<file path="src/rtl/vmac_pkg.sv">
// vmac_pkg: shared state encoding and default geometry for the MAC sequencer and array wrapper
package vmac_pkg;
  localparam int VMAC_REG_WIDTH = 16;
  localparam int VMAC_VECTOR    = 8;
  localparam int VMAC_LEN_W     = 8;
  typedef enum logic [1:0] {IDLE, RUN, DRAIN, OUT} vmac_state_e;
endpackage

</file>
<file path="src/rtl/vector_mac_seq_if.sv">
// vector_mac_seq_if: operand and result valid/ready streams of the MAC sequencer
interface vector_mac_seq_if
  import vmac_pkg::*;
#(
  parameter int REG_WIDTH = VMAC_REG_WIDTH,
  parameter int VECTOR    = VMAC_VECTOR
);
  logic                              in_valid;
  logic                              in_ready;
  logic [VECTOR-1:0][REG_WIDTH-1:0]  in_a;
  logic [VECTOR-1:0][REG_WIDTH-1:0]  in_b;
  logic                              out_valid;
  logic                              out_ready;
  logic [VECTOR-1:0][REG_WIDTH-1:0]  out_data;
  modport master (output in_valid, in_a, in_b, out_ready, input in_ready, out_valid, out_data);
  modport slave  (input in_valid, in_a, in_b, out_ready, output in_ready, out_valid, out_data);
endinterface

</file>
<file path="src/rtl/vector_mac_seq.sv">
// vector_mac_seq: feeds operand beats into the MAC array and accumulates through its output
module vector_mac_seq
  import vmac_pkg::*;
#(
  parameter int REG_WIDTH = VMAC_REG_WIDTH,
  parameter int VECTOR    = VMAC_VECTOR,
  parameter int LEN_W     = VMAC_LEN_W
) (
  input  logic                             clk,
  input  logic                             rst,
  input  logic                             cfg_start,
  input  logic [LEN_W-1:0]                 cfg_len,
  output logic                             busy,
  output logic                             done,
  vector_mac_seq_if.slave                  s,
  output logic [VECTOR-1:0][REG_WIDTH-1:0] mac_a,
  output logic [VECTOR-1:0][REG_WIDTH-1:0] mac_b,
  output logic [VECTOR-1:0][REG_WIDTH-1:0] mac_c,
  input  logic [VECTOR-1:0][REG_WIDTH-1:0] mac_res
);
  typedef logic [VECTOR-1:0][REG_WIDTH-1:0] vec_t;
  vmac_state_e      state_q, state_d;
  logic [LEN_W-1:0] cnt_q, cnt_d;
  logic             first_q, first_d;
  vec_t             out_data_q, out_data_d;
  logic             beat;
  assign beat       = state_q == RUN && s.in_valid;
  assign busy       = state_q != IDLE;
  assign s.in_ready = state_q == RUN;
  assign s.out_valid = state_q == OUT;
  assign s.out_data = out_data_q;
  assign done       = state_q == OUT && s.out_ready;
  // A zero product leaves the array holding mac_res, so idle cycles are harmless
  always_comb begin
    mac_a = beat ? s.in_a : '0;
    mac_b = beat ? s.in_b : '0;
    mac_c = beat && first_q ? '0 : mac_res;
  end
  // Next-state and datapath update
  always_comb begin
    state_d    = state_q;
    cnt_d      = cnt_q;
    first_d    = first_q;
    out_data_d = out_data_q;
    unique case (state_q)
      IDLE: if (cfg_start) begin
        if (cfg_len != '0) begin
          cnt_d   = cfg_len;
          first_d = 1'b1;
          state_d = RUN;
        end else begin
          out_data_d = '0;
          state_d    = OUT;
        end
      end
      RUN: if (beat) begin
        first_d = 1'b0;
        cnt_d   = cnt_q - 1'b1;
        state_d = cnt_q == LEN_W'(1) ? DRAIN : RUN;
      end
      DRAIN: begin
        out_data_d = mac_res;
        state_d    = OUT;
      end
      OUT: state_d = s.out_ready ? IDLE : OUT;
      default: state_d = IDLE;
    endcase
  end
  // State registers; reset discards any job in flight
  always_ff @(posedge clk or posedge rst) begin
    if (rst) begin
      state_q    <= IDLE;
      cnt_q      <= '0;
      first_q    <= 1'b0;
      out_data_q <= '0;
    end else begin
      state_q    <= state_d;
      cnt_q      <= cnt_d;
      first_q    <= first_d;
      out_data_q <= out_data_d;
    end
  end
endmodule

</file>
<file path="src/flat_wrapper.sv">
// flat-port wrapper written by rule: the top's interface ports become plain ports
module vector_mac_seq_flat import vmac_pkg::*;
#(
  parameter int REG_WIDTH = VMAC_REG_WIDTH,
  parameter int VECTOR    = VMAC_VECTOR,
  parameter int LEN_W     = VMAC_LEN_W
)
  (clk, rst, cfg_start, cfg_len, busy, done, mac_a, mac_b, mac_c, mac_res, s_in_valid, s_in_a, s_in_b, s_out_ready, s_in_ready, s_out_valid, s_out_data);
  vector_mac_seq_if #(.REG_WIDTH(REG_WIDTH), .VECTOR(VECTOR)) s_i ();
  input  logic clk;
  input  logic rst;
  input  logic cfg_start;
  input  logic [LEN_W-1:0] cfg_len;
  output logic busy;
  output logic done;
  output logic [VECTOR-1:0][REG_WIDTH-1:0] mac_a;
  output logic [VECTOR-1:0][REG_WIDTH-1:0] mac_b;
  output logic [VECTOR-1:0][REG_WIDTH-1:0] mac_c;
  input  logic [VECTOR-1:0][REG_WIDTH-1:0] mac_res;
  input wire logic [$bits(s_i.in_valid)-1:0] s_in_valid;
  input wire logic [$bits(s_i.in_a)-1:0] s_in_a;
  input wire logic [$bits(s_i.in_b)-1:0] s_in_b;
  input wire logic [$bits(s_i.out_ready)-1:0] s_out_ready;
  output wire logic [$bits(s_i.in_ready)-1:0] s_in_ready;
  output wire logic [$bits(s_i.out_valid)-1:0] s_out_valid;
  output wire logic [$bits(s_i.out_data)-1:0] s_out_data;
  assign s_i.in_valid = s_in_valid;
  assign s_i.in_a = s_in_a;
  assign s_i.in_b = s_in_b;
  assign s_i.out_ready = s_out_ready;
  assign s_in_ready = s_i.in_ready;
  assign s_out_valid = s_i.out_valid;
  assign s_out_data = s_i.out_data;
  vector_mac_seq #(.REG_WIDTH(REG_WIDTH), .VECTOR(VECTOR), .LEN_W(LEN_W)) u_core (.clk(clk), .rst(rst), .cfg_start(cfg_start), .cfg_len(cfg_len), .busy(busy), .done(done), .s(s_i), .mac_a(mac_a), .mac_b(mac_b), .mac_c(mac_c), .mac_res(mac_res));
endmodule
</file>
<file path="config.mk">
export PLATFORM = sky130hd
export DESIGN_NAME = vector_mac_seq_flat
export DESIGN_NICKNAME = d
export VERILOG_FILES = /design/src/rtl/vmac_pkg.sv /design/src/rtl/vector_mac_seq_if.sv /design/src/rtl/vector_mac_seq.sv /design/src/flat_wrapper.sv
export SDC_FILE = /design/constraint.sdc
export NUM_CORES = 1
export LEC_CHECK = 0
export CORE_AREA = 2 2 354 356
export DETAILED_ROUTE_END_ITERATION = 10
export DIE_AREA = 0 0 356 358
export SETUP_SLACK_MARGIN = 0.15
export SLEW_MARGIN = 20
export SYNTH_ARGS = -nofsm -noshare
export SYNTH_HDL_FRONTEND = slang
export SYNTH_SLANG_ARGS = --single-unit
export TNS_END_PERCENT = 1
</file>
<file path="constraint.sdc">
create_clock -name clk -period 8.9 [get_ports clk]
set_input_delay 1.78 -clock clk [delete_from_list [all_inputs] [get_ports clk]]
set_output_delay 1.78 -clock clk [all_outputs]
set_load 0.03 [all_outputs]
</file>
After elaboration in Yosys (flattened, before gate mapping)
Cells that the tools add are included.

Latch bits: 0. Output and inout port bits: 516. ROM bits: 0. Memories kept: 0. Input port bits: 397. Memory bits (writable): 0. Bits in registers: 139.

Bitwise logic cells: 0. Reductions and logical operators: 11. Add/subtract/negate cells: 1. Shifts and indexed selects: 0. Div/mod/pow operators: 0. Equality and inequality tests: 8. $lt $le $gt $ge: 0. Mux-type cells: 20. Multipliers: 0.

Operators with widths (number): 2-to-1 mux 128 bit (5); case mux 128 bit (2 select lines) (1); 2-to-1 mux 8 bit (3); case mux 8 bit (2 select lines) (1); 2-to-1 mux 2 bit (5); equality test 8 x 1 -> 1 bit, second input constant (1); case mux 2 bit (4 select lines) (1); nonzero test 8 bit (1); subtractor 8 x 1 -> 8 bit, second input constant (1); nonzero test 2 bit (3); equality test 2 bit, second input constant (2); inequality test 2 x 1 -> 1 bit, second input constant (2); inequality test 2 bit, second input constant (2); AND reduction 4 bit (1); logical AND 1 bit (3); 2-to-1 mux 1 bit (3); AND reduction 3 bit (1); equality test 2 x 1 -> 1 bit, second input constant (1); logical NOT 2 bit (1); case mux 1 bit (2 select lines) (1); AND reduction 2 bit (1).

Logic depth before layout (Yosys ltp)
Word-level depth: 4. Mapped depth: 7. Gate-level depth less buffers: 6.

Worst setup path before layout
Ideal clock, no wire load.

Path kind: input-to-output. Start: input port s_in_valid. End: output port mac_c[100] (netlist name). Slack: 4.100 ns. Arrival: 3.020 ns. Required time: 7.120 ns. Stages: 7. Cell sequence: clkbuf_1 nand2_1 nor2_1 nand2_1 clkbuf_1 clkbuf_1 and2_1.

RTL lines: start, declared (RTL line flat_wrapper.sv:20) `input wire logic [$bits(s_i.in_valid)-1:0] s_in_valid;`; end, declared (RTL line flat_wrapper.sv:18) `output logic [VECTOR-1:0][REG_WIDTH-1:0] mac_c;`.

==> flow_summary.ini <==
[global_routing]
grt.overflow.total = 0
grt_pass1_vias = 10400
grt_max_degree = 251
grt_pass1_wl_um = 125000
grt_antenna_before_repair = 108
track_usage = 0.156

[routing]
drcViolationCount = 0
drt_iter0_drc = 567
firstDrtPassIters = 5
via_count = 10900
drt_wl_total_um = 104000
avgViaCountPerCell = 3.28
wire_per_inst_um = 31.3
detail-route-antenna-nets = 0

[status]
outcome = finished, final reports clean

[cells_and_area]
nets = 2060
fillers = 13900
syn_to_final_growth_pct = 144
layout_common_cells = clkdlybuf4s50_1, and3_1, dfrtp_1
drive_above_1_share = 0.0287
layout_commonest_cell = clkdlybuf4s50_1

[placement]
hpwl_um = 89400
post-place-ws_ns = 2.85
gp_congestion = 0.803
numPortBuffers = 912

[worst_setup_path]
cpLargestDelayFamily = buffers and inverters
r2r_start = u_core.state_q[0]
cp.arrival_ns = 4.41
crit_cells = 5
crit_chain = nand2b_1 -> inv_8 -> buf_4 -> and3_1 -> clkdlybuf4s50_1
cp_slowest_cell = clkdlybuf4s50_1
endpoint = mac_a[126]
worstReg2RegEnd = u_core.cnt_q[5]
critPathLaunchType = flop
worst-endpoint-required_ns = 7.12
worst_r2r_path_depth = 5
reg2reg_slack_ns = 6.10
cp_num_buf_inv = 3
cp-end-kind = primary output
max_stage_delay_ns = 0.87
cp-startpoint = u_core.state_q[0]
path_class = reg -> out
cp_max_fo = 170

[logic_synthesis]
ys_seq_elements = 139
yosysUniqueCellTypes = 39
avgSynthCellArea_um2 = 9.59
synth_area_mm2 = 0.00794
synth_nets = 1227
seq_area_frac_synth = 0.438
async_flop_share = 1.00
yosys_warnings = 0
netlist_instances = 828
synth_ff_type = dfrtp_1
synth_edf_count = 0

[timing]
fin_crit_ns = 6.19
timing.final.crit_share = 0.695
hold_violations = 0
fin_worst_skew_ns = 0.0224
timing.final.ws_setup_ns = 2.71
worst_pin_slew_ns = 1.06
rsz0062_at_grt = false
slew_headroom = 0.294
fin_setup_tns_ns = 0
finalSetupViolCount = 0
fmax_ghz = 0.162
slew_viol_final = 0

[clocking]
path_clk_slew_ns = 0.08
insertion_delay_ns = 0.49
cts.sinks = 139
h-tree-depth = 4
cts-root-buf = clkbuf_16
hold_buffers = 0
postCtsSetupBuffers = 0
cts_buffer_depth = 2
cts_resized = 0
tritoncts = done
cts_made_buffers = 17

[floorplan]
ios = 913
start_util = 0.0644
die_h_um = 358
core_area_mm2 = 0.123
rows = 129
die-area_mm2 = 0.127
die_w_um = 356

[power_and_ir_drop]
leakage_nw = 7.89
power.switching_mw = 1.39
p_total_mw = 3.12
intPower_mw = 1.72
clock_power_share = 0.243
vdd_drop_max_mv = 0.0992
power_frac_comb = 0.519
switching_share = 0.447
powerDensity_mw_per_mm2 = 161
power.share.sequential = 0.237

[worst_hold_path]
worst_hold_path_type = reg -> reg
hp-start = u_core.s.out_data[90]

[run]
max_cap_viol_count = 0
-- power by group through the flow --
| stage | Combinational (mW) | Clock [mW] | Sequential (mW) |
|---|---|---|---|
| after floorplan | 0.665 | 0 | 0.822 |
| after CTS | 1.64 | 0.793 | 0.738 |
| final | 1.62 | 0.759 | 0.740 |
| after global placement | 1.63 | 0 | 0.748 |
| after detailed placement | 1.62 | 0 | 0.749 |
| after global routing | 1.71 | 0.815 | 0.748 |
-- layout make-up --
cell class	instances	area, um2	share of cell area
inverters	5	31.3	0.00162
well taps	1637	2050	0.106
diodes	15	37.5	0.00194
clock buffers	17	425	0.0220
multi-input cells	580	3980	0.206
clock inverters	15	158	0.00815
flip-flops and latches	139	3480	0.180
repair buffers	918	9190	0.475
-- metal layers --
metal / vias up / wire length, um / global-route usage
met1: 5208 / 34400 / 0.153
li1: 4682 / - / -
met2: 775 / 51400 / 0.269
met4: 4 / 2350 / 0.0315
met3: 232 / 16000 / 0.108
met5: - / 18 / 0
-- synthesized netlist by cell type (2+ instances only) --
master | n | share of area
nand2_1 | 6 | 0.0028
buf_6 | 13 | 0.018
o22ai_1 | 2 | 0.0016
clkbuf_1 | 88 | 0.042
and3_1 | 257 | 0.20
or3_1 | 2 | 0.0016
o2bb2ai_1 | 2 | 0.0022
or4_1 | 2 | 0.0019
nand2b_1 | 3 | 0.0024
and2_1 | 129 | 0.10
nor2b_1 | 2 | 0.0016
o21ai_0 | 8 | 0.0050
a22o_1 | 128 | 0.14
nor3_1 | 2 | 0.0013
dfrtp_1 | 139 | 0.44
a21oi_1 | 9 | 0.0057
nor2_1 | 8 | 0.0038
inv_1 | 5 | 0.0024
ha_1 | 2 | 0.0032
nor4_2 | 2 | 0.0032
-- logic make-up after synthesis --
group	Yosys count	synth area share
adder cells (fa/ha/maj)	2	0.00315
AO/OA/AOI/OAI	159	0.166
AND/OR/NAND/NOR	418	0.327
multiplexers	1	0.00126
flip-flops	139	0.438
buffers and inverters	109	0.0646
-- state kept, by name, summed over array words and instances, names as in the netlist --
name	cells
u_core.cnt_q	8
u_core.s.out_data	128
u_core.state_q	2
u_core.first_q	1
-- worst min-delay path by stage --
stage               cells past startpoint                      to
global placement                        1   u_core.s.out_data[99]
CTS                                     1  u_core.s.out_data[120]
finish                                  1   u_core.s.out_data[90]
detailed placement                      1  u_core.s.out_data[116]
floorplan                               1          u_core.first_q
global route                            1  u_core.s.out_data[109]
-- stage by stage --
stage               utilization  hold WS, ns  instances  area (um2)
floorplan                     -        0.450        828        7940
global placement          0.152        0.484       3279       18700
detailed placement        0.152        0.480       3279       18700
CTS                       0.157        0.505       3311       19300
global route              0.157        0.510       3318       19300
finish                    0.157        0.499       3326       19300
-- worst register-to-register path, stage by stage, from the launching register on --
cell and delay, ns:
dfrtp_1 0.69, nand2b_1 0.44, inv_8 0.67, nand2_1 0.30, o41ai_1 0.41, o22ai_1 0.14
No activity file was read; power rests on OpenSTA's default activity.
